**config.mk**
```make
export PLATFORM = sky130hd
export DESIGN_NAME = sram_port_arbiter
export DESIGN_NICKNAME = d
export VERILOG_FILES = /design/src/rtl/cpu_mem_pkg.sv /design/src/rtl/sram_port_arbiter.sv
export SDC_FILE = /design/constraint.sdc
export NUM_CORES = 1
export LEC_CHECK = 0
export ABC_AREA = 1
export BUFFER_PORTS_ARGS = -buffer_cell sky130_fd_sc_hd__buf_2
export CAP_MARGIN = 15
export CORE_AREA = 2 2 107 109
export CTS_CLUSTER_SIZE = 30
export DETAILED_ROUTE_END_ITERATION = 8
export DIE_AREA = 0 0 109 111
export GPL_TIMING_DRIVEN = 0
export MAX_ROUTING_LAYER = met4
export PLACE_DENSITY_LB_ADDON = 0.15
export REMOVE_ABC_BUFFERS = 1
export SYNTH_ARGS = -nofsm -noshare
export SYNTH_HDL_FRONTEND = slang
export SYNTH_SLANG_ARGS = --single-unit
```
**constraint.sdc**
```tcl
create_clock -name clk -period 3.8 [get_ports clk]
set_clock_uncertainty 0.1 [all_clocks]
set_input_delay 0.57 -clock clk [delete_from_list [all_inputs] [get_ports clk]]
set_output_delay 0.57 -clock clk [all_outputs]
set_load 0.005 [all_outputs]
```
**src/rtl/cpu_mem_pkg.sv**
```systemverilog
// Shared constants for the CPU-side memory path: response owner encoding,
// byte-enable width and the default fetch starvation guard.
package cpu_mem_pkg;

   localparam logic [1:0] OWN_NONE = 2'd0;
   localparam logic [1:0] OWN_INST = 2'd1;
   localparam logic [1:0] OWN_DATA = 2'd2;

   localparam int unsigned DEF_MAX_DATA_STREAK = 4;
   localparam int unsigned BE_W                = 4;

endpackage

```
**src/rtl/sram_port_arbiter.sv**
```systemverilog
// Arbitrates fetch and memory-stage accesses onto one single-port SRAM and
// routes the 1-cycle-latency read data back to whichever side issued it.
module sram_port_arbiter
   import cpu_mem_pkg::*;
#(
   parameter int unsigned MAX_DATA_STREAK = DEF_MAX_DATA_STREAK,
   parameter int unsigned ADDR_W          = 32
) (
   input  logic              clk,
   input  logic              resetn,
   input  logic              inst_req,
   input  logic [ADDR_W-1:0] inst_addr,
   input  logic              inst_cancel,
   output logic              inst_gnt,
   output logic              inst_rvalid,
   output logic [31:0]       inst_rdata,
   input  logic              data_req,
   input  logic [BE_W-1:0]   data_wen,
   input  logic [ADDR_W-1:0] data_addr,
   input  logic [31:0]       data_wdata,
   output logic              data_gnt,
   output logic              data_rvalid,
   output logic [31:0]       data_rdata,
   output logic              sram_en,
   output logic [BE_W-1:0]   sram_wen,
   output logic [ADDR_W-1:0] sram_addr,
   output logic [31:0]       sram_wdata,
   input  logic [31:0]       sram_rdata
);

   localparam logic [3:0] STREAK_MAX = 4'(MAX_DATA_STREAK);

   logic [3:0] streak_q;
   logic [1:0] resp_owner_q;
   logic       inst_cancel_d;
   logic       grant_inst;
   logic       grant_data;

   // Data wins unless fetch has already waited out a full streak; a cancelled
   // fetch never blocks data.
   always_comb begin
      grant_inst = 1'b0;
      grant_data = 1'b0;
      if (resetn) begin
         if (data_req && (!inst_req || (streak_q < STREAK_MAX))) begin
            grant_data = 1'b1;
         end else if (inst_req && !inst_cancel) begin
            grant_inst = 1'b1;
         end else if (data_req) begin
            grant_data = 1'b1;
         end
      end
   end

   always_comb begin
      sram_en    = 1'b0;
      sram_wen   = '0;
      sram_addr  = '0;
      sram_wdata = '0;
      if (grant_data) begin
         sram_en    = 1'b1;
         sram_wen   = data_wen;
         sram_addr  = data_addr;
         sram_wdata = data_wdata;
      end else if (grant_inst) begin
         sram_en   = 1'b1;
         sram_addr = inst_addr;
      end
   end

   assign inst_gnt = grant_inst;
   assign data_gnt = grant_data;

   always_ff @(posedge clk) begin
      if (!resetn) begin
         streak_q      <= 4'd0;
         resp_owner_q  <= OWN_NONE;
         inst_cancel_d <= 1'b0;
      end else begin
         // The streak only measures how long a waiting fetch has been passed over.
         if (!inst_req || grant_inst) begin
            streak_q <= 4'd0;
         end else if (grant_data && (streak_q < STREAK_MAX)) begin
            streak_q <= streak_q + 4'd1;
         end

         if (grant_inst) begin
            resp_owner_q <= OWN_INST;
         end else if (grant_data && (data_wen == '0)) begin
            resp_owner_q <= OWN_DATA;
         end else begin
            resp_owner_q <= OWN_NONE;
         end

         inst_cancel_d <= inst_cancel;
      end
   end

   // A cancel seen in either the grant or the response cycle kills the fetch
   // response; reset also drops any response still in flight.
   assign inst_rvalid = resetn && (resp_owner_q == OWN_INST) && !inst_cancel_d && !inst_cancel;
   assign data_rvalid = resetn && (resp_owner_q == OWN_DATA);

   assign inst_rdata = inst_rvalid ? sram_rdata : 32'd0;
   assign data_rdata = data_rvalid ? sram_rdata : 32'd0;

endmodule

```
-- Yosys cells after proc, flatten, opt, wreduce, memory -nomap -nowiden
Index checks and enable logic that the tools add are counted.
- register bits after elaboration: 7
- bits in latches: 0
- memory bits (writable): 0
- ROM bits: 0
- input port bits: 137
- output and inout bits: 137
- logic and storage cells: 42
- memories kept: 0
- $add $sub $neg: 1
- multiply operators: 0
- divide/modulo/power cells: 0
- $lt $le $gt $ge: 1
- eq/ne operators: 2
- shifts and indexed selects: 0
- mux-type cells: 17
- bitwise logic cells: 1
- reductions and logical operators: 16
- operators with widths (operator ; count):
    two-way mux 32 bit ; 5
    two-way mux 1 bit ; 10
    logical AND 1 bit ; 8
    adder 4 x 1 -> 4 bit, second input constant ; 1
    logical NOT 4 bit ; 1
    < comparator 4 x 3 -> 1 bit, second input constant ; 1
    two-way mux 4 bit ; 1
    OR reduction 2 bit ; 2
    logical NOT 1 bit ; 3
    == test 2 x 1 -> 1 bit, second input constant ; 1
    == test 2 bit, second input constant ; 1
    logical OR 1 bit ; 2
    two-way mux 2 bit ; 1
    inverter 1 bit ; 1

-- Logic depth before layout (Yosys ltp)
- depth after elaboration: 8
- mapped depth: 8
- mapped depth without buffers: 7

-- Worst setup path before layout
No wires, ideal clock.
- path type: input port to output port
- start: in resetn
- end: out inst_rdata[22]
- arrival time: 1.277 ns
- data required time: 3.130 ns
- setup slack: 1.853 ns
- cell stages on the path: 6
- buffers on the path: 2
- cells stage by stage: buf_4 -> inv_2 -> nor3_2 -> nand3_2 -> buf_6 -> nor2_1
- cells in the longest elaborated chain, start to end: 4
- ends and longest elaborated chain (what ; line ; RTL):
    from (decl) ; sram_port_arbiter.sv:10 ; input logic resetn,
    logical AND 1 bit (3 in a row) ; sram_port_arbiter.sv:101 ; assign inst_rvalid = resetn && (resp_owner_q == OWN_INST) && !inst_cancel_d && !inst_cancel;
    two-way mux 32 bit ; sram_port_arbiter.sv:104 ; assign inst_rdata = inst_rvalid ? sram_rdata : 32'd0;
    to (decl) ; sram_port_arbiter.sv:16 ; output logic [31:0] inst_rdata,
No other way between the ends.

-- Worst setup path after layout
- start: in inst_cancel
- end: out sram_addr[12]
- cells in the longest elaborated chain, start to end: 7
- elaborated cells on any way between the ends: 10
- classes of those cells: mux (8); reduce/logical (2)
- ends and longest elaborated chain (what ; line ; RTL):
    from (decl) ; sram_port_arbiter.sv:13 ; input logic inst_cancel,
    logical NOT 1 bit * ; sram_port_arbiter.sv:47 ; end else if (inst_req && !inst_cancel) begin
    logical AND 1 bit * ; sram_port_arbiter.sv:47 ;
    two-way mux 1 bit ; sram_port_arbiter.sv:47 ;
    two-way mux 1 bit ; sram_port_arbiter.sv:45 ; if (data_req && (!inst_req || (streak_q < STREAK_MAX))) begin
    two-way mux 1 bit ; sram_port_arbiter.sv:44 ; if (resetn) begin
    two-way mux 32 bit ; sram_port_arbiter.sv:65 ; end else if (grant_inst) begin
    two-way mux 32 bit * ; sram_port_arbiter.sv:60 ; if (grant_data) begin
    to (decl) ; sram_port_arbiter.sv:26 ; output logic [ADDR_W-1:0] sram_addr,
Mark *: on every way between the ends. The rest lies on a longest branch, timed or not.

==> results.md <==
* Layout cell share with drive strength beyond 1 at 47.66%
* Final period util at 86.86%
* Unrepaired setup endpoints after global routing: no
* Cts bufs inserted at 3
* Routed WL at about 8.3 mm
* Worst min-delay path category: reg -> reg
* Detailed placement HPWL at 6.832 mm
* Hold Crit Start: streak_q[3]$_SDFFE_PP0P_
* Clock Pin Slew Worst Setup and Hold Paths at 40 ps
* DR vias at slightly below 3k
* Post-synthesis instance total at 343
* Root Driver: clkbuf_16
* H-tree Lvls at 1
* Pwr dens at 147.1 mW/mm²
* Register-to-Register Path Depth at 5
* Die area at ~0.012 mm²
* Final max-slew violation count at 0
* Synth-to-Final Area Change at 93.02%
* Top routing layer in use: met4
* First-pass GRT wire length at approximately 12 mm
* Nature of the critical path startpoint: input port
* Total grt overflow at 0
* Hold Slack at 350.7 ps
* Crit Path Max Fanout at 39
* WL met3 at 731 µm
* # resized after CTS at 0
* Sequential share of the synthesized area at 8.784%
* Routability cong. at 0.8493
* R2r setup slk at 1970 ps
* Origin of the critical flop-to-flop path: streak_q[3]$_SDFFE_PP0P_
* Commonest cells after routing, fill and taps aside: 273 x buf_2, 106 x nor2_1, 80 x inv_1
* Vias in the first global route at around 2.6k
* Worst EP required at 3130 ps
* Wirelength per Cell at 11.26 µm
* Final #Nets at between 700 and 800
* Endpoints failing setup at 0
* Pleak at 2.369 nW
* Residual DRC count at 0
* Initial antenna violation count at 0
* Max-Cap Viols at 0
* Leading cell type in the layout, fill and taps excluded: buf_2
* Worst skew pair latency at about 230 ps
* Crit path DAT at 2630 ps
* Setup_tns at 0 ps
* Worst R2R End: streak_q[0]$_SDFFE_PP0P_
* Clock Path Buffers at 2
* Ant diodes at 0
* CTS Hold Bufs at 0
* Die H at ~110 µm
* Synth warn at 0
* Achievable frequency at just over 300 MHz
* Placement Rows at 39
* Metal-1 WL at ~3.2 mm
* Starting density of the core at 14.40%
* Setup Buffers After CTS at 0
* Io pins at 274
* Hold Path End: streak_q[3]$_SDFFE_PP0P_
* Synth cell types at 20
* Clock Sinks at 7
* Area of the core at 0.01108 mm²
* All-layer global routing usage at about 13%
* Transition time of the tightest slew-check pin at 832.9 ps
* Vias/cell at ~3.9
* Register bit total from synthesis at 7
* Slew margin rel. at 44.34%
* WL met2 at approximately 4.3 mm
* # fillers at between 1k and 1.5k
* Mapped Area at ~0.0016 mm²
* CTS tree: built
* # port buffers at between 200 and 300
* Final Hold Vio Count at 0
* DIE WIDTH at 109 µm
* VDD IR max at between 100 and 150 µV
* Drt pass-1 iters at 5
* Syn Area/Cell at 4.651 µm²
* Antenna Nets Post-Route at 0
* Largest net degree at the start of global routing at 40
* Status: finished, final reports clean
* Hold path depth at 2
* Iteration-0 DRC count of the detailed router at 88
* Crit. End Element: output port
* Tmin final at 3301 ps
* Critical path class: in -> out
-- how the worst max path moves through the flow --
| stage | startpoint | end | depth (start not counted) |
|---|---|---|---|
| finish | inst_cancel | sram_addr[12] | 8 |
| global route | inst_cancel | sram_addr[2] | 8 |
| CTS | inst_cancel | sram_addr[12] | 8 |
| detailed placement | inst_cancel | sram_addr[12] | 8 |
| global placement | inst_cancel | sram_addr[29] | 8 |
| floorplan | inst_req | sram_addr[0] | 7 |
-- cell usage after synthesis (all sizes together) --
cell type / n / area (µm²)
dfxtp: 7 / 140.1
ha: 1 / 12.51
nand4: 32 / 200.2
buf: 21 / 148.9
nor3: 2 / 15.01
nor2: 107 / 409.1
nand2: 80 / 305.3
inv: 83 / 311.6
nand3: 6 / 35.03
clkbuf: 2 / 7.510
o21ai: 1 / 5.000
a21oi: 1 / 5.000
-- report_power, final --
group	total, W	leakage (nW)	switching, W	internal, W
Combinational	0.000196	2.27	0.000103	0.0000929
Sequential	0.0000760	0.0568	0.000000745	0.0000753
Clock	0.000181	0.0382	0.0000415	0.000140
-- layer usage --
layer	track usage, %	vias to the layer above
met5	-	-
met4	4.017	0
met3	1.705	10
met2	24.51	173
met1	13.38	1218
li1	-	1509
-- area by class of cell --
type,count,area (µm²),share of cell area [%]
timing repair buffer,274,1378,44.74
sequential,7,140.1,4.551
inverter,83,311.5,10.12
multi-input combinational,230,992.2,32.22
tap,143,178.9,5.811
clock buffer,4,78.83,2.560
-- flip-flops by register name, indices dropped and copies added (netlist names) --
name           flops
inst_cancel_d      1
streak_q           4
resp_owner_q       2
-- kinds of logic after synthesis --
logic type | count (synthesis) | share of synthesized area, %
adders and majority gates | 1 | 0.7842
AOI/OAI and AO/OA | 2 | 0.6268
buffers and inverters | 106 | 29.33
and+or+nand+nor | 227 | 60.47
DFF | 7 | 8.784
-- critical path, stage by stage --
cell and delay (ps):
buf_2 130, nor2_4 660, nand2_1 200, nand2_4 370
inv_2 340, nand2_1 150, nand2_1 60, buf_2 120
-- through the flow --
step	instances	worst slack, ps	util [%]	cell area [µm²]	total power (W)
floorplan	320	1099	-	1439	0.0001471
global placement	736	249.6	26.94	2984	0.0002723
detailed placement	736	237.8	26.94	2984	0.0002740
CTS	740	232.8	27.65	3063	0.0004585
global route	741	272.3	27.80	3079	0.0004893
finish	741	499.2	27.80	3079	0.0004531
(Power assumes the default switching activity.)
